File: src/rtl/ds18b20_sequencer.sv
// rtl/ds18b20_sequencer.sv - one-shot/periodic DS18B20 temperature measurement sequencer
// Walks the fixed controller command list and publishes a range-checked temperature.
module ds18b20_sequencer #(
  parameter int P_PERIOD  = 48_000_000,
  parameter int P_TIMEOUT = 48_000_000
) (
  input  logic        i_clk,
  input  logic        i_rst,
  input  logic        i_start,
  input  logic        i_auto,
  output logic [5:0]  o_command,
  output logic        o_enable,
  input  logic        i_busy,
  input  logic        i_irq,
  input  logic        i_detect,
  input  logic [15:0] i_data,
  output logic [15:0] o_temp,
  output logic [7:0]  o_temp_int,
  output logic [3:0]  o_temp_frac,
  output logic        o_valid,
  output logic        o_busy,
  output logic [2:0]  o_err
);

  localparam int CNT_MAX = (P_PERIOD > P_TIMEOUT) ? P_PERIOD : P_TIMEOUT;
  localparam int CW      = $clog2(CNT_MAX + 1);
  localparam logic [CW-1:0] TIMEOUT_LAST = CW'(P_TIMEOUT - 1);
  localparam logic [CW-1:0] PERIOD_LAST  = CW'(P_PERIOD - 1);

  typedef enum logic [2:0] {
    S_IDLE, S_ISSUE, S_WAIT, S_CHECK, S_PUBLISH, S_PERIOD
  } state_t;

  state_t        state_q, state_d;
  logic [2:0]    step_q, step_d;
  logic [CW-1:0] cnt_q, cnt_d;
  logic [5:0]    command_q, command_d;
  logic [15:0]   temp_q, temp_d;
  logic          valid_q, valid_d;
  logic [2:0]    err_q, err_d;
  logic [5:0]    step_code;
  logic          in_range;
  state_t        end_state;

  always_comb begin
    step_code = 6'd0;
    case (step_q)
      3'd0:    step_code = 6'd1;
      3'd1:    step_code = 6'd3;
      3'd2:    step_code = 6'd6;
      3'd3:    step_code = 6'd1;
      3'd4:    step_code = 6'd4;
      3'd5:    step_code = 6'd5;
      default: step_code = 6'd0;
    endcase
  end

  // -55 C .. +125 C in 1/16 degree units
  assign in_range  = ($signed(i_data) >= $signed(16'hFC90)) &&
                     ($signed(i_data) <= $signed(16'h07D0));
  assign end_state = i_auto ? S_PERIOD : S_IDLE;

  always_ff @(posedge i_clk or posedge i_rst) begin
    if (i_rst) begin
      state_q   <= S_IDLE;
      step_q    <= 3'd0;
      cnt_q     <= '0;
      command_q <= 6'd0;
      temp_q    <= 16'd0;
      valid_q   <= 1'b0;
      err_q     <= 3'd0;
    end else begin
      state_q   <= state_d;
      step_q    <= step_d;
      cnt_q     <= cnt_d;
      command_q <= command_d;
      temp_q    <= temp_d;
      valid_q   <= valid_d;
      err_q     <= err_d;
    end
  end

  always_comb begin
    state_d   = state_q;
    step_d    = step_q;
    cnt_d     = cnt_q;
    command_d = command_q;
    temp_d    = temp_q;
    valid_d   = 1'b0;
    err_d     = err_q;
    case (state_q)
      S_IDLE: begin
        if (i_start || i_auto) begin
          err_d   = 3'd0;
          step_d  = 3'd0;
          state_d = S_ISSUE;
        end
      end
      S_ISSUE: begin
        if (!i_busy) begin
          command_d = step_code;
          cnt_d     = '0;
          state_d   = S_WAIT;
        end
      end
      S_WAIT: begin
        if (i_irq) begin
          state_d = S_CHECK;
        end else if (cnt_q == TIMEOUT_LAST) begin
          err_d   = 3'd2;
          cnt_d   = '0;
          state_d = end_state;
        end else begin
          cnt_d = cnt_q + CW'(1);
        end
      end
      S_CHECK: begin
        // Presence is only meaningful after the two reset/detect steps
        if ((step_q == 3'd0 || step_q == 3'd3) && !i_detect) begin
          err_d   = 3'd1;
          cnt_d   = '0;
          state_d = end_state;
        end else if (step_q == 3'd5) begin
          state_d = S_PUBLISH;
        end else begin
          step_d  = step_q + 3'd1;
          state_d = S_ISSUE;
        end
      end
      S_PUBLISH: begin
        if (in_range) begin
          temp_d  = i_data;
          valid_d = 1'b1;
        end else begin
          err_d = 3'd3;
        end
        cnt_d   = '0;
        state_d = end_state;
      end
      S_PERIOD: begin
        if (i_start || (i_auto && cnt_q == PERIOD_LAST)) begin
          err_d   = 3'd0;
          step_d  = 3'd0;
          state_d = S_ISSUE;
        end else if (!i_auto) begin
          state_d = S_IDLE;
        end else begin
          cnt_d = cnt_q + CW'(1);
        end
      end
      default: state_d = S_IDLE;
    endcase
  end

  always_comb begin
    o_enable  = (state_q == S_ISSUE) && !i_busy;
    o_command = o_enable ? step_code : command_q;
    o_busy    = (state_q != S_IDLE) && (state_q != S_PERIOD);
  end

  assign o_temp      = temp_q;
  assign o_temp_int  = temp_q[11:4];
  assign o_temp_frac = temp_q[3:0];
  assign o_valid     = valid_q;
  assign o_err       = err_q;

endmodule

File: config.mk
export PLATFORM = sky130hd
export DESIGN_NAME = ds18b20_sequencer
export DESIGN_NICKNAME = d
export VERILOG_FILES = /design/src/rtl/ds18b20_sequencer.sv
export SDC_FILE = /design/constraint.sdc
export NUM_CORES = 1
export LEC_CHECK = 0
export CORE_MARGIN = 2
export CORE_UTILIZATION = 55
export CTS_BUF_LIST = sky130_fd_sc_hd__clkbuf_16
export CTS_CLUSTER_SIZE = 30
export DETAILED_ROUTE_END_ITERATION = 10
export PLACE_DENSITY = 0.84
export SYNTH_ARGS = -nofsm -noshare
export SYNTH_HDL_FRONTEND = slang
export SYNTH_SLANG_ARGS = --single-unit
File: constraint.sdc
create_clock -name i_clk -period 5.35 [get_ports i_clk]
set_input_delay 1.07 -clock i_clk [delete_from_list [all_inputs] [get_ports i_clk]]
set_output_delay 1.07 -clock i_clk [all_outputs]
set_load 0.02 [all_outputs]
==> run summary, run 1 <==
The placer congestion estimate came out at 0.846. The maximum vdd drop is 278 uV. The floorplan die area came out at 6390 um2. The worst path meets setup with approximately 1.4 ns of slack.

The initial core utilization came out at a little under three fifths. The total global routing track utilization is between 20% and 30%. The fraction of the core area covered by cells at the end of the flow is between 60 and 70%. The latest clock arrival within the worst-skew pair came out at between 0.2 and 0.3 ns. The minimum period implied by the final worst setup slack is ~3.9 ns. The setup TNS is 0 ns.

The buffer count from post-CTS setup fixing is 0. The cell area after synthesis is approximately 3200 um2. Setup repair after global routing left no endpoint under its margin.

The detailed-routing iteration count for the pre-antenna-repair pass came out at 4. The clock tree skew after final layout came out at around 0.0048 ns. The mean number of vias per cell came out at 5.88. Before CTS, the worst setup slack after placement is ~1.4 ns. The via count of the first global-routing pass is roughly 2600. The worst path required time came out at around 4.3 ns. For this block, the routed nets add up to around 7000 um of wire.

Of all nets on the critical path, the largest fanout is 8. The number of hold violations in the final report came to 0. The height of the die came out at around 80 um. The count of endpoints failing setup in the final report is 0. The flow ran to the end, and the final reports show no timing, DRC or antenna violations. Yosys printed 0 warnings.

The met3 demand-to-capacity share in global routing came out at between 3 and 4%. For this run, the leading register cell type out of synthesis is sky130_fd_sc_hd__dfrtp_1. The cell area after placement came out at 3670 um2.

The net count reported at finish is roughly 420. The number of standard cells in the layout, taps in and fillers out came out at approximately 470. The hold path depth came out at 1.

The width of the die came out at between 70 and 80 um. TritonCTS built the clock tree. The power density over cell area came out at approximately 350 nW/um2. No sink is reached through more buffers than the 2 on the longest clock path.

In this run the most used layer during global routing was met2. The number of clock sinks is 54. The headroom to the max-slew limit came out at 26.5%. Measured in cells, the most critical reg-to-reg path has a length of 7. The mean instance size in the synthesized netlist is between 8 and 9 um2.

The achievable frequency is 253 MHz. The clock root buffer is sky130_fd_sc_hd__clkbuf_16. The number of design rule violations left after detail routing came out at 0.

The arrival time of data at the critical path endpoint is approximately 2.9 ns. The number of levels the H-tree was split into came out at 2. After clock tree synthesis, the clock-pin slew on the worst setup and hold paths is around 0.070 ns. The count of flip-flops with a built-in enable after synthesis is 0. The setup path with the least slack is of type in2out. The global-route met1 utilization is roughly a third. The number of vias after detailed routing is between 2000 and 3000. The post-cts resize count is 0.

The global-route wire length before repair came out at around 12000 um. Final hold analysis gives a worst-case slack of between 0.4 and 0.5 ns. The post-DP HPWL came out at ~5000 um. The kind of start point of the critical path is an input port. The number of DRC markers after the initial detailed-route iteration is around 240. In this run the tool buffered the top-level ports with 58 buffer cells. 0 antenna diodes ended up in the layout. The total I/O pin count is 63. The standard cell core area came out at between 5000 and 6000 um2. The number of library cell types mapped by synthesis is 57.

The share of the Yosys chip area taken by registers is ~43%. Summed over all layers, the global routing overflow is 0. The total power draw came out at 1.35 mW.

Relative to the synthesized area, the layout overhead comes to 20.8%. The slew at the pin closest to its max-slew limit is around 1.1 ns. The leakage power of the design is about 1.6 nW.

The initial antenna violation count is 0. The async set-reset flop share out of synthesis is 100%. The number of violations of the max-capacitance limit is 0.

The fill cell instance count of the final layout came out at between 400 and 500. The post-route standard cell area excluding fillers came out at 3830 um2. The worst setup path is captured at an output port. The met2 global-route usage is 40.7%. The worst min-delay path class is reg2reg. Counting flops and latches in the post-synthesis netlist gives 54. The number of rows in the core area came out at 27. Dividing the final minimum period by the clock period gives about 74%.

The number of placed instances, taps included is 460. The detail route stage leaves a number of antenna-violating nets equal to 0. Of the cells placed in the final design, the portion with a size suffix greater than 1 is 6.82%. The pin count of the biggest net entering global routing came out at 55. The max-slew violation count came out at 0.

The CTS buffer count is 5. The instance count of the mapped netlist came out at about 360. In this run, post-CTS hold repair placed 0 buffers.

The average wire per cell in the routed design came out at 15.0 um.
[worst paths after layout]
path | startpoint | to | slack [ns]
max in group asynchronous | i_rst | step_q[1] | 3.29
min in group asynchronous | i_rst | o_temp[3] | 1.36
hold reg to reg | o_temp[14] | o_temp[14] | 0.48
setup reg to reg | cnt_q[0] | cnt_q[5] | 2.54
hold / removal | o_temp[14] | o_temp[14] | 0.48
setup / recovery | i_busy | o_command[1] | 1.40
[synth_stat cells (all sizes together) (4+ instances only)]
library cell | n | area, um2
a21o | 6 | 45.0
a21oi | 22 | 110
and3 | 7 | 48.8
buf | 24 | 174
clkbuf | 4 | 15.0
dfrtp | 54 | 1350
ha | 6 | 75.1
inv | 10 | 37.5
nand2 | 61 | 231
nand2b | 5 | 31.3
nand3 | 14 | 75.1
nand4 | 13 | 93.8
nor2 | 18 | 70.1
nor3 | 7 | 40.0
o21ai | 28 | 140
o31ai | 6 | 45.0
or3 | 19 | 124
or4 | 4 | 30.0
xor2 | 6 | 52.6
[layer usage]
layer	share of wire (%)	routed length, um
met1	45	3180
met2	49	3440
met3	4.3	299
met4	1.2	81
met5	0	0
[cell families after synthesis]
group,Yosys count,synth area share (%)
other,1,0.118
buffers and inverters,38,7.14
and+or+nand+nor,166,28.5
DFF,54,42.6
xor gates and xnor gates,7,1.93
adders and majority gates,6,2.37
muxes,3,1.06
AOI/OAI and AO/OA,80,16.2
[power by group]
group	internal, mW	switching [mW]	total, mW
registers	0.455	0.0640	0.519
logic	0.196	0.269	0.465
clock network	0.219	0.146	0.366
[final cells by class]
| cell class | count | area, um2 | share of cell area [%] |
|---|---|---|---|
| multi-input combinational | 266 | 1610 | 41.9 |
| sequential | 54 | 1350 | 35.3 |
| timing repair buffer | 58 | 581 | 15.1 |
| clock buffer | 5 | 125 | 3.26 |
| tap | 72 | 90.1 | 2.35 |
| clock inverter | 3 | 41.3 | 1.08 |
| inverter | 10 | 37.5 | 0.979 |
[worst max-delay path, cell delays in order]
cell and delay, ns:
sky130_fd_sc_hd__clkdlybuf4s50_1 0.43, sky130_fd_sc_hd__nor2_1 0.14, sky130_fd_sc_hd__nand3b_1 0.23, sky130_fd_sc_hd__o31ai_1 0.35
sky130_fd_sc_hd__clkdlybuf4s50_1 0.66
[sequential cells by signal, summed over array words and instances, names as in the netlist]
signal	count
cnt_q	26
o_temp	16
command_q	3
state_q	3
step_q	3
o_err	2
o_valid	1
[cell usage in the layout (no fill, tap or decap), types with 2 or more instances in the layout]
master / count
sky130_fd_sc_hd__nand3_1: 13
sky130_fd_sc_hd__clkbuf_16: 5
sky130_fd_sc_hd__o21a_1: 2
sky130_fd_sc_hd__and4_1: 3
sky130_fd_sc_hd__ha_1: 6
sky130_fd_sc_hd__nand2b_1: 5
sky130_fd_sc_hd__nor3_1: 6
sky130_fd_sc_hd__or4_1: 4
sky130_fd_sc_hd__nand3b_1: 3
sky130_fd_sc_hd__or3_1: 18
sky130_fd_sc_hd__a22o_1: 3
sky130_fd_sc_hd__dfrtp_1: 54
sky130_fd_sc_hd__a21o_1: 6
sky130_fd_sc_hd__nand4_1: 11
sky130_fd_sc_hd__o221ai_1: 2
sky130_fd_sc_hd__o21ai_0: 19
sky130_fd_sc_hd__nand4_2: 2
sky130_fd_sc_hd__and3_1: 6
sky130_fd_sc_hd__nand2_1: 60
sky130_fd_sc_hd__conb_1: 4
sky130_fd_sc_hd__nor2b_1: 2
sky130_fd_sc_hd__a21oi_1: 22
sky130_fd_sc_hd__mux2_2: 3
sky130_fd_sc_hd__o211ai_1: 3
sky130_fd_sc_hd__clkdlybuf4s50_1: 58
sky130_fd_sc_hd__nor2_1: 17
sky130_fd_sc_hd__o31ai_1: 6
sky130_fd_sc_hd__xor2_1: 6
sky130_fd_sc_hd__o21ai_1: 9
sky130_fd_sc_hd__inv_1: 10
sky130_fd_sc_hd__nor3b_1: 2
Note: power is estimated with default switching activity, not from simulation.
==> run 2: changes to the inputs <==
Settings changed: CORE_UTILIZATION 55 to 52, PLACE_DENSITY 0.84 to 0.8.
Clock period 5.35 ns to 3.7 ns, I/O delays scaled along.
==> run summary, run 2 (synthesis results as in run 1) <==
Status: finished, final reports clean (unchanged). The worst setup slack after layout was 0.393 ns (was 1.40 ns). The minimum period implied by the final worst setup slack is about 3.3 ns. The kind of cell adding the most delay to the critical path is buffers and inverters (unchanged).

The total I/O pin count came to 63 (unchanged). The kind of start point of the critical path is an input port (unchanged). The count of port buffers added during placement is 58 (unchanged).

The most used cell along the critical path is sky130_fd_sc_hd__clkdlybuf4s50_1 (unchanged). The post-route standard cell area excluding fillers is 3840 um2 (was 3830 um2). The placer congestion estimate came out at 0.836 (was 0.846). The setup TNS came out at 0 ns (unchanged). The clock root buffer is sky130_fd_sc_hd__clkbuf_16 (unchanged). The startpoint of the lowest-slack hold path is o_temp[12] (was o_temp[14]). The total buffers and inverters traversed by the critical path is 2 (unchanged). The number of standard cells in the layout, taps in and fillers out is 476 (was 468). The max-slew violation count is 0 (unchanged). The overall overflow remaining after global route came out at 0 (unchanged). The post-CTS clock slew at the launch and capture registers of the worst setup and hold paths came out at 0.07 ns (about the same). The number of hold violations in the final report is 0 (unchanged).

The number of placed instances, taps included was 468 (was 460). The standard cell core area is 5920 um2 (was 5540 um2). The biggest fanout along the worst timing path is 8 (unchanged). The global-route wire length before repair is 12100 um (was 12000 um). The number of clock sinks came out at 54 (unchanged). The category of the worst setup path capture point is an output port (unchanged). The mean number of vias per cell came out at 5.76 (was 5.88).

The area growth from synthesis to layout is 21.2% (was 20.8%). The worst reg2reg path depth is 8 (was 7). The count of antenna-violating nets left after detailed routing is 0 (unchanged). The slew at the pin closest to its max-slew limit came out at 1.11 ns (was 1.10 ns).

The total global routing track utilization came out at 23.1% (was 23.9%). The detailed-routing iteration count for the pre-antenna-repair pass came to 4 (unchanged). The maximum vdd drop came to 480 uV (was 278 uV). The instance count on the critical path is 5 (unchanged).

The fraction of the core area covered by cells at the end of the flow came to 64.9% (was 69.2%). The headroom to the max-slew limit was 25.6% (was 26.5%). The maximum cell stage delay along the critical path is 0.66 ns (about the same).

The number of design rule violations left after detail routing came out at 0 (unchanged). The start-to-end type of the worst setup path is in2out (unchanged). The reg2reg setup slack was 1.04 ns (was 2.54 ns). Unrepaired setup endpoints after global routing: no (unchanged). The total power draw came to 1.91 mW (was 1.35 mW). The layer carrying the most global-route usage was met2 (unchanged). The reg-to-reg critical path startpoint is step_q[0] (was cnt_q[0]). The cell area after placement came out at 3710 um2 (was 3670 um2). The average wire per cell in the routed design came out at 15.1 um (was 15.0 um). The worst slack on hold paths is 0.486 ns (was 0.476 ns). The clock tree skew after final layout came out at 0.00239 ns (was 0.00477 ns). The net count reported at finish came out at 429 (was 424). The latest clock arrival within the worst-skew pair came to 0.29 ns (about the same).

The number of levels the H-tree was split into came out at 2 (unchanged). The cell at the slowest stage of the critical path was sky130_fd_sc_hd__clkdlybuf4s50_1 (unchanged). The launch point of the worst path is i_busy (unchanged).

The post-DP HPWL came out at 5140 um (was 5010 um). The number of violations of the max-capacitance limit is 0 (unchanged). The number of DRC markers after the initial detailed-route iteration came out at 148 (was 235). The worst setup timing slack at the placement stage is 0.379 ns (was 1.41 ns).

The via count of the first global-routing pass is 2600 (was 2593). The destination of the worst register-to-register timing path is cnt_q[25] (was cnt_q[5]). The worst path required time came to 2.96 ns (was 4.28 ns). The pin count of the biggest net entering global routing is 55 (unchanged). The CTS buffer count came out at 5 (unchanged). The maximum clock path buffer count came out at 2 (unchanged).

The met2 global-route usage is 40.5% (was 40.7%). The register containing the most flip-flops in the final layout is cnt_q (unchanged). The achievable frequency came out at around 300 MHz.

The initial antenna violation count is 0 (unchanged). The hold path depth is 1 (unchanged). The initial core utilization is 53.6% (was 57.3%). The buffer count from post-CTS setup fixing was 0 (unchanged).

The number of buffers added to fix hold violations after cts is 0 (unchanged). The number of vias after detailed routing came out at 2743 (was 2750). The number of rows in the core area is 28 (was 27). The post-cts resize count is 0 (unchanged). The floorplan die area came to 6740 um2 (was 6390 um2). Cell-by-cell listing of the critical path: clkdlybuf4s50_1 > nor2_1 > nand3b_1 > o31ai_1 > clkdlybuf4s50_1 (unchanged). The count of endpoints failing setup in the final report is 0 (unchanged). The height of the die came to 82.1 um (was 80.0 um). The layout cell share with drive strength beyond 1 came to 7.73% (was 6.82%). The most common cell after layout, fill and taps aside is sky130_fd_sc_hd__nand2_1 (unchanged).

The width of the die is 82.1 um (was 80.0 um). The flip-flop count of the largest register, all copies and words added came out at 26 (unchanged). The power density over cell area came to 496 nW/um2 (was 352 nW/um2). The met3 demand-to-capacity share in global routing is 3.26% (was 3.73%). The worst hold path endpoint is o_temp[12] (was o_temp[14]). The fraction of the cycle the final worst path needs came out at about nine tenths. The aggregate routed wire length is 7200 um (was 7000 um). The antenna diode instance count came to 0 (unchanged). The global-route met1 utilization came out at 30.2% (was 31.9%). The TritonCTS clock tree was done (unchanged). The leakage power of the design came out at 1.64 nW (was 1.62 nW). The worst min-delay path class is reg2reg (unchanged). The arrival time of data at the critical path endpoint is 2.57 ns (was 2.88 ns). Most frequent cells in the layout: sky130_fd_sc_hd__nand2_1 (60), sky130_fd_sc_hd__clkdlybuf4s50_1 (58), sky130_fd_sc_hd__dfrtp_1 (54) (unchanged).
-- run 2: worst max-delay path by stage --
| stage | to | slack (ns) |
|---|---|---|
| CTS | o_command[1] | 0.38 |
| detailed placement | o_command[1] | 0.38 |
| global placement | o_command[1] | 0.44 |
| global route | o_command[1] | 0.26 |
| floorplan | o_command[1] | 1.26 |
| finish | o_command[1] | 0.39 |
-- run 2: layout make-up --
type	count	area, um2
Sequential cell	54	1350
Multi-Input combinational cell	266	1610
Inverter	10	37.5
Clock buffer	5	125
Clock inverter	3	12.5
Timing Repair Buffer	63	618
Fill cell	482	2080
Tap cell	75	93.8
-- run 2: routing by layer --
layer	vias up	part of all wire, %
li1	1335	-
met1	1328	44
met2	74	50
met3	6	4.8
met4	0	1.0
met5	-	0
-- run 2: where the power goes --
| group | total (mW) | leakage [nW] | internal [mW] | switching [mW] |
|---|---|---|---|---|
| combinational | 0.734 | 0.823 | 0.310 | 0.424 |
| clock | 0.448 | 0.0724 | 0.245 | 0.203 |
| sequential | 0.725 | 0.743 | 0.659 | 0.0664 |
| total | 1.91 | 1.64 | 1.21 | 0.694 |
==> run 3: changes to the inputs <==
Settings changed: CORE_UTILIZATION 52 to 55, DONT_BUFFER_PORTS set to 1, PLACE_DENSITY 0.8 to 0.7.
==> run summary, run 3 (synthesis results as in run 1) <==
The cell at the slowest stage of the critical path is sky130_fd_sc_hd__o31ai_1 (was sky130_fd_sc_hd__clkdlybuf4s50_1). The most common cell after layout, fill and taps aside is sky130_fd_sc_hd__nand2_1 (unchanged). The total buffers and inverters traversed by the critical path came to 0 (was 2). The number of vias after detailed routing is 2506 (was 2743). The achievable frequency is 349 MHz (was 302 MHz). The overall overflow remaining after global route is 0 (unchanged). The count of endpoints failing setup in the final report came out at 0 (unchanged). The number of levels the H-tree was split into is 2 (unchanged).

The biggest fanout along the worst timing path is 20 (was 8). The maximum vdd drop is 306 uV (was 480 uV). The start-to-end type of the worst setup path is reg2out (was in2out). The minimum period implied by the final worst setup slack came out at 2.86 ns (was 3.31 ns). The aggregate routed wire length is 6480 um (was 7200 um). The clock root buffer is sky130_fd_sc_hd__clkbuf_16 (unchanged). The via count of the first global-routing pass is 2316 (was 2600). The antenna diode instance count came out at 0 (unchanged). The category of the worst setup path capture point was an output port (unchanged).

The reg2reg setup slack came out at 0.97 ns (was 1.04 ns). The number of buffers added to fix hold violations after cts is 0 (unchanged). The latest clock arrival within the worst-skew pair is 0.29 ns (about the same). The worst setup slack after layout is 0.837 ns (was 0.393 ns). The maximum clock path buffer count came out at 2 (unchanged).

The max-slew violation count was 0 (unchanged). The floorplan die area is 6390 um2 (was 6740 um2). The slew at the pin closest to its max-slew limit was 0.931 ns (was 1.11 ns). The area growth from synthesis to layout is 2.44% (was 21.2%). The number of clock sinks came to 54 (unchanged). The total power draw came out at 1.75 mW (was 1.91 mW). The global-route wire length before repair is 10900 um (was 12100 um). The flip-flop count of the largest register, all copies and words added came out at 26 (unchanged). The net count reported at finish came out at 368 (was 429).

The count of port buffers added during placement came out at 0 (was 58). The count of antenna-violating nets left after detailed routing came out at 0 (unchanged). The CTS buffer count came to 5 (unchanged). The post-CTS clock slew at the launch and capture registers of the worst setup and hold paths came to 0.07 ns (about the same). The critical path endpoint is o_command[1] (unchanged).

The fraction of the cycle the final worst path needs is 77.4% (was 89.4%). The initial antenna violation count came out at 0 (unchanged). The power density over cell area is 538 nW/um2 (was 496 nW/um2). The maximum cell stage delay along the critical path came out at 0.75 ns (was 0.66 ns). The placer congestion estimate came out at 0.830 (was 0.836). The setup TNS is 0 ns (unchanged). The height of the die is 80.0 um (was 82.1 um). The average wire per cell in the routed design is 15.7 um (was 15.1 um). The arrival time of data at the critical path endpoint is 2.12 ns (was 2.57 ns). The number of hold violations in the final report came to 0 (unchanged). The number of rows in the core area came out at 27 (was 28).

Most frequent cells in the layout: sky130_fd_sc_hd__nand2_1 (60), sky130_fd_sc_hd__dfrtp_1 (54), sky130_fd_sc_hd__a21oi_1 (22) (was sky130_fd_sc_hd__nand2_1 (60), sky130_fd_sc_hd__clkdlybuf4s50_1 (58), sky130_fd_sc_hd__dfrtp_1 (54)). The standard cell core area is 5540 um2 (was 5920 um2). The headroom to the max-slew limit came to 37.9% (was 25.6%). The kind of cell adding the most delay to the critical path is compound AO/OA/AOI/OAI gates (was buffers and inverters). Status: finished, final reports clean (unchanged). The total I/O pin count came out at 63 (unchanged). The leakage power of the design is 1.41 nW (was 1.64 nW).

The fill cell instance count of the final layout came out at 516 (was 482). The worst path required time came to 2.96 ns (about the same). The number of violations of the max-capacitance limit came out at 0 (unchanged).

Cell-by-cell listing of the critical path: nand3b_1 > o31ai_1 (was clkdlybuf4s50_1 > nor2_1 > nand3b_1 > o31ai_1 > clkdlybuf4s50_1). The worst min-delay path class is in2async (was reg2reg). The worst setup timing slack at the placement stage is 0.712 ns (was 0.379 ns). The number of design rule violations left after detail routing came out at 0 (unchanged). The register containing the most flip-flops in the final layout is cnt_q (unchanged).

The worst reg2reg path depth came out at 6 (was 8). The post-cts resize count came to 0 (unchanged). The destination of the worst register-to-register timing path is o_err[1] (was cnt_q[25]). The number of DRC markers after the initial detailed-route iteration is 108 (was 148). The post-DP HPWL is 4660 um (was 5140 um). The mean number of vias per cell came to 6.08 (was 5.76). The buffer count from post-CTS setup fixing is 0 (unchanged). The pin count of the biggest net entering global routing came to 38 (was 55). The total global routing track utilization is 21.4% (was 23.1%).

The reg-to-reg critical path startpoint is state_q[1] (was step_q[0]). The instance count on the critical path was 2 (was 5). The initial core utilization came out at 57.3% (was 53.6%).

The layout cell share with drive strength beyond 1 is 8.82% (was 7.73%). The detailed-routing iteration count for the pre-antenna-repair pass is 4 (unchanged). The kind of start point of the critical path was a flip-flop (was input port).

The width of the die is 80.0 um (was 82.1 um). Unrepaired setup endpoints after global routing: no (unchanged). The clock tree skew after final layout came out at 0.00695 ns (was 0.00239 ns). The launch point of the worst path is state_q[0] (was i_busy). The TritonCTS clock tree is done (unchanged).
-- run 3: cell count changes in the layout (fill, tap and decap cells not counted), sizes merged --
cell,before,now
clkdlybuf4s50,58,0
clkinvlp,0,1
buf,5,2
clkinv,2,1
-- run 3: final cells by class --
cell class	instances	area [um2]	area share [%]
inverter	10	37.5	1.15
timing repair buffer	2	15.0	0.462
multi-input combinational	266	1610	49.4
sequential	54	1350	41.6
clock inverter	3	25.0	0.770
clock buffer	5	125	3.85
tap	72	90.1	2.77
-- run 3: power breakdown --
| part | internal [mW] | switching (mW) | total [mW] | leakage (nW) |
|---|---|---|---|---|
| logic | 0.160 | 0.308 | 0.468 | 0.599 |
| registers | 0.657 | 0.147 | 0.804 | 0.743 |
| clock network | 0.255 | 0.222 | 0.476 | 0.0704 |
-- run 3: routing by layer --
layer / global-route usage (%) / vias to the layer above / part of all wire (%)
li1: - / 1226 / -
met3: 5.20 / 7 / 4.8
met4: 5.25 / 0 / 1.1
met1: 29.7 / 1216 / 48
met5: 0 / - / 0
met2: 33.7 / 57 / 46
-- run 3: metrics by stage --
stage | hold slack (ns) | util, % | std cells | cell area (um2)
6_report | 0.464 | 58.7 | 412 | 3250
5_1_grt | 0.536 | 58.7 | 412 | 3250
4_1_cts | 0.494 | 58.7 | 412 | 3250
3_5_place_dp | 0.498 | 56.0 | 404 | 3100
3_3_place_gp | 0.499 | 56.0 | 404 | 3100
2_1_floorplan | 0.465 | - | 358 | 3180
-- run 3: worst min path at each step --
stage              from          to  depth (start not counted)
5_1_grt           i_rst   cnt_q[20]                          1
2_1_floorplan  cnt_q[7]    cnt_q[7]                          1
4_1_cts           i_rst   cnt_q[24]                          1
6_report          i_rst  o_temp[14]                          1
3_5_place_dp   cnt_q[7]    cnt_q[7]                          1
3_3_place_gp   cnt_q[7]    cnt_q[7]                          1
-- run 3: worst register-to-register path: cells and delay by family, from the launching register on --
kind / cells / cell delay (ns)
simple gates: 3 / 0.90
compound gates: 2 / 0.84
mux: 1 / 0.35
flops: 1 / 0.53
==> RTL change 1: new RTL, config.mk and constraints of run 3 <==
Make the reset (`i_rst`) synchronous in one clocked block.
--- a/src/rtl/ds18b20_sequencer.sv
+++ b/src/rtl/ds18b20_sequencer.sv
@@ -60,7 +60,7 @@
                      ($signed(i_data) <= $signed(16'h07D0));
   assign end_state = i_auto ? S_PERIOD : S_IDLE;
 
-  always_ff @(posedge i_clk or posedge i_rst) begin
+  always_ff @(posedge i_clk) begin
     if (i_rst) begin
       state_q   <= S_IDLE;
       step_q    <= 3'd0;
Formal check against the unedited RTL: differs if i_rst is asserted again (counterexample within 4 cycles, from zero or initial values and one cycle with i_rst high); with i_rst held inactive, the same outputs for 10 cycles.
==> RTL change 1 against run 3 <==
  * Sequential cell count is the same
  * Setup slack improved by 0.038 ns
  * Critical path depth grew 1
  * Synthesized area shrank 4.8%
  * Count of clock-buffer cells in the layout stayed put
  * Wire length shrank 3.0%
  * Design area is 5.0% lower
  * Critical endpoint unchanged
  * Largest cell class unchanged
Power is not compared: it rests on default switching activity, and its combinational part moved more than twofold at a synthesized area within 25%.
==> RTL change 1: results (changes against run 3) <==
.. list-table::
   :header-rows: 1

   * - Metric
     - Value
   * - Fraction of registers with async set/reset
     - 0 (-1.000)
   * - Dominant cells by area after synthesis
     - dfxtp_1 36%, nor2_1 5.7%, buf_4 5.0%
   * - Average vias per placed instance
     - 6.053 (-0.49%)
   * - Area Overhead vs Synth
     - 2.195%
   * - Number of port buffers
     - 0 (unchanged)
   * - Maximum number of pins on one net before global-route repair
     - 32 (-16%)
   * - RR Startpoint
     - state_q[0]$_SDFFE_PP0P_
   * - CP arrival
     - 2.09 ns (-0.03 ns)
   * - Warning count from the yosys run
     - 0 (unchanged)
   * - Commonest cells post-synth
     - 54 x dfxtp_1, 46 x nor2_1, 27 x a21oi_1
   * - Post-detailed-placement cell area
     - 0.002915 mm² (-6.0%)
   * - Global router's overall resource usage
     - 0.2094 (-0.004561)
   * - Commonest register cell after synthesis
     - dfxtp_1
   * - DRC
     - 0 (unchanged)
   * - Worst-Skew Late Latency
     - 0.29 ns (about the same)
   * - Number of placed instances, taps included
     - 411 (+1.7%)
   * - Post-Synthesis Mean Instance Area
     - 8.189 µm² (-8.4%)
   * - Sequential fraction of the synthesis area
     - 0.3578 (-0.06810)
   * - Number of inserted diodes
     - 0 (unchanged)
   * - Worst slew margin
     - 0.4665 (+0.08736)
   * - Antenna violations before repair
     - 0 (unchanged)
   * - Final Wtd Congestion
     - 0.8376 (+0.87%)
   * - Wirelength per Cell
     - 15.00 µm (-4.6%)
   * - Half-perimeter wire length after detailed placement
     - 4532 µm (-2.8%)
   * - Clock Tree Root
     - clkbuf_16
   * - Drt first-iter violations
     - 209 (+94%)
   * - Total Wirelength
     - 6284 µm (-3.0%)
   * - Register-to-register path setup slack
     - 0.88 ns (-0.09 ns)
   * - Worst hold path cell count
     - 2
   * - Global-route wire length before repair
     - 10530 µm (-3.8%)
   * - Clock skew
     - 0.003908 ns (-0.003042 ns)
   * - Status
     - finished, final reports clean
   * - Number of iterations in the first detailed-routing pass
     - 4 (unchanged)
   * - TritonCTS Buffers
     - 5 (unchanged)
   * - Class of the worst hold path
     - flip-flop to flip-flop
   * - Endpoint of the lowest-slack register-to-register path
     - cnt_q[22]$_SDFFE_PP0P_
   * - # fillers
     - 485 (-6.0%)
   * - Final Net Count
     - 377 (+2.4%)
   * - Critical path fanouts, max
     - 18 (-10%)
   * - Fraction of final layout cells sized beyond drive strength 1
     - 0.06590 (-0.02233)
   * - Clock H-tree levels
     - 2 (unchanged)
   * - Via count of the first global-routing pass
     - 2293 (-0.99%)
   * - Maximum number of buffers from clock root to sink
     - 2 (unchanged)
   * - Post-cts resize count
     - 0 (unchanged)
RTL change 1: cell types whose count changed after synthesis, moves of 5 or more:
cell and change:
a21oi_1 +5, and3_1 -6, dfrtp_1 -54, dfxtp_1 +54, mux2i_1 +13, nand2_1 -34
nor2_1 +29, nor2b_1 +10, nor3_1 +6, nor4_1 +10, o21ai_0 -6, o21ai_1 -8
or3_1 -9, xnor2_1 +7
RTL change 1: how the worst max path moves through the flow:
stage	startpoint	to	slack, ns	depth (start not counted)
2_1_floorplan	i_auto	cnt_q[23]$_SDFFE_PP0P_	1.08	8
3_3_place_gp	i_irq	cnt_q[22]$_SDFFE_PP0P_	0.89	5
3_5_place_dp	i_irq	cnt_q[22]$_SDFFE_PP0P_	0.87	5
4_1_cts	state_q[0]$_SDFFE_PP0P_	o_command[1]	0.89	3
5_1_grt	step_q[0]$_SDFFE_PP0P_	cnt_q[22]$_SDFFE_PP0P_	0.57	8
6_report	state_q[0]$_SDFFE_PP0P_	o_command[1]	0.87	3
RTL change 1: kinds of logic (layout without fill, tap and decap cells):
kind of cell    after synthesis  in the layout  share of synthesized area
buf+inv                      41             18                    0.08157
fa+ha+maj                     7              7                    0.02816
xor+xnor                     10             10                    0.02899
compound gates               73             73                     0.1578
simple gates                169            169                     0.2977
mux                          14             14                    0.04679
flops                        54             54                     0.3578
other cells                   1              4                   0.001241
RTL change 1: per-stage QoR:
step / total power, µW / worst slack, ns / hold slack [ns]
finish: 1265 / 0.8742 / 0.5016
global route: 1312 / 0.5727 / 0.4987
CTS: 1277 / 0.8865 / 0.5007
detailed placement: 738.4 / 0.8706 / 0.4900
global placement: 738.1 / 0.8892 / 0.4782
floorplan: 737.5 / 1.077 / 0.4603
RTL change 1: area by class of cell:
class,count,area share
timing repair buffer,1,0.002431
tap,70,0.02836
clock buffer,5,0.04052
inverter,9,0.01094
multi-input combinational,277,0.5523
clock inverter,3,0.01540
sequential,54,0.3501
RTL change 1: metal layers:
metal	global-route usage	part of all wire	up-vias
li1	-	-	1273
met1	0.2836	0.47	1176
met2	0.3328	0.45	83
met3	0.05402	0.071	4
met4	0.05614	0.0081	0
met5	0	0	-
RTL change 1: where the power goes:
group,total (µW),internal (µW),switching (µW)
clock,540,324,215
combinational,118,43.7,73.8
sequential,608,589,19.2
total,1260,956,308
RTL change 1: worst max-delay path, cell delays in order (launching register included):
cell,delay [ns]
dfxtp_1,0.68
nor2b_1,0.24
nand2_1,0.16
o31ai_1,0.72
==> RTL change 2: new RTL, flow settings as in run 3 <==
Made on the original files. `P_TIMEOUT`: 48_000_000 -> 12_000_000.
--- a/src/rtl/ds18b20_sequencer.sv
+++ b/src/rtl/ds18b20_sequencer.sv
@@ -2,7 +2,7 @@
 // Walks the fixed controller command list and publishes a range-checked temperature.
 module ds18b20_sequencer #(
   parameter int P_PERIOD  = 48_000_000,
-  parameter int P_TIMEOUT = 48_000_000
+  parameter int P_TIMEOUT = 12_000_000
 ) (
   input  logic        i_clk,
   input  logic        i_rst,
Formal check against the unedited RTL: no difference found for any inputs over 10 cycles, from zero or initial values and one cycle with i_rst high; that may be too few to reach the edited logic, so the function may still have changed.
==> RTL change 2 against run 3 <==
  * Wire length up 12%
  * Clock power grew 3%
  * Synthesized area grew 4.9%
  * Combinational power grew 25%
  * Synthesized cell count increased by 4.8%
  * Setup slack worse by 0.25 ns
  * Sequential cell count unchanged
  * Global-route usage is 1.1 points higher
  * Design area rose by 4.8%
  * Fmax fell by 7.9%
  * Count of clock-buffer cells in the layout unchanged
  * Total power grew 6.8%
==> RTL change 2: results (changes against run 3) <==
.. list-table::
   :header-rows: 1

   * - Metric
     - Value
   * - Status
     - finished, final reports clean
   * - Wirelength per Cell
     - 16.83 µm (+7.0%)
   * - Class of the worst hold path
     - input pin to asynchronous set/reset pin
   * - Dominant cells by area after synthesis
     - dfrtp_1 41%, nand2_1 7.0%, buf_4 4.3%
   * - Antenna violations before repair
     - 0 (unchanged)
   * - Half-perimeter wire length after detailed placement
     - 5230 µm (+12%)
   * - Commonest cells post-synth
     - 62 x nand2_1, 54 x dfrtp_1, 25 x nor2_1
   * - Largest register FFs
     - 26 (unchanged)
   * - Clock skew
     - 0.008909 ns (+0.001959 ns)
   * - Post-cts resize count
     - 0 (unchanged)
   * - Final Net Count
     - 383 (+4.1%)
   * - Critical path fanouts, max
     - 23 (+15%)
   * - Distinct cells, synth
     - 64 (+12%)
   * - # fillers
     - 534 (+3.5%)
   * - Maximum number of pins on one net before global-route repair
     - 40 (+5.3%)
   * - TritonCTS Buffers
     - 5 (unchanged)
   * - Slew @ Worst Pin
     - 0.8051 ns (-0.1261 ns)
   * - Final Wtd Congestion
     - 0.8638 (+4.0%)
   * - Via count of the first global-routing pass
     - 2456 (+6.0%)
   * - Sequential fraction of the synthesis area
     - 0.4059 (-0.02001)
   * - Worst ir drop on vdd
     - 0.2747 mV (-10%)
   * - Synth Instances
     - 372 (+4.8%)
   * - Pint
     - 1096 µW (+2.2%)
   * - DR vias
     - 2662 (+6.2%)
   * - CP arrival
     - 2.37 ns (+0.25 ns)
   * - Final cell count without fillers
     - 430 (+4.4%)
   * - Fraction of final layout cells sized beyond drive strength 1
     - 0.08451 (-0.003728)
   * - Leak
     - 0.001532 µW (+8.5%)
   * - Global-route wire length before repair
     - 11720 µm (+7.1%)
   * - Global router's overall resource usage
     - 0.2251 (+0.01108)
   * - Number of placed instances, taps included
     - 422 (+4.5%)
   * - Drt first-iter violations
     - 227 (+110%)
## RTL change 2: logic make-up after synthesis
group	after synthesis	synth area share
muxes	2	0.006388
and+or+nand+nor	169	0.2710
DFF	54	0.4059
AOI/OAI and AO/OA	83	0.1834
buffers and inverters	45	0.07817
xor gates and xnor gates	12	0.03157
adders and majority gates	6	0.02255
other	1	0.001126
## RTL change 2: layout make-up
cell class / instances / area, µm² / share of cell area
timing repair buffer: 4 / 30.03 / 0.008814
clock inverter: 3 / 28.78 / 0.008447
sequential: 54 / 1351 / 0.3966
tap: 75 / 93.84 / 0.02754
inverter: 13 / 48.80 / 0.01432
multi-input combinational: 276 / 1729 / 0.5075
clock buffer: 5 / 125.1 / 0.03672
## RTL change 2: per-stage QoR
stage	cell area (µm²)	hold slack, ns	worst slack (ns)
global route	3407	0.5348	0.4058
finish	3407	0.4754	0.5903
detailed placement	3253	0.4941	0.9036
CTS	3407	0.5069	0.5864
global placement	3253	0.4828	0.9858
floorplan	3341	0.4634	1.097
## RTL change 2: path summary, 6_finish.rpt
kind                                          end  depth (start not counted)  slack [ns]                    from
setup reg to reg             cnt_q[4]$_DFFE_PP0P_                          7        1.07  state_q[1]$_DFFE_PP0P_
setup / recovery                     o_command[1]                          3        0.59  state_q[0]$_DFFE_PP0P_
hold / removal              o_temp[3]$_DFFE_PP0P_                          1        0.48                   i_rst
max in group asynchronous  state_q[1]$_DFFE_PP0P_                          2        2.51                   i_rst
min in group i_clk           cnt_q[0]$_DFFE_PP0P_                          1        0.50    cnt_q[0]$_DFFE_PP0P_
hold reg to reg              cnt_q[0]$_DFFE_PP0P_                          1        0.50    cnt_q[0]$_DFFE_PP0P_
## RTL change 2: critical path, stage by stage (launching register included)
cell,delay [ns]
dfrtp_1,0.72
nand2_1,0.18
or3_1,0.46
o31ai_1,0.71
## RTL change 2: power by group through the flow
stage	Clock [µW]	Sequential, µW	Combinational (µW)
6_report	491	794	583
5_1_grt	521	814	648
4_1_cts	493	795	578
3_5_place_dp	0	807	574
3_3_place_gp	0	801	557
2_1_floorplan	0	737	576
## RTL change 2: layer usage
| layer | share of wire | GRT usage |
|---|---|---|
| met5 | 0 | 0 |
| met2 | 0.48 | 0.3691 |
| met4 | 0.0079 | 0.05000 |
| met3 | 0.051 | 0.04066 |
| met1 | 0.46 | 0.3113 |
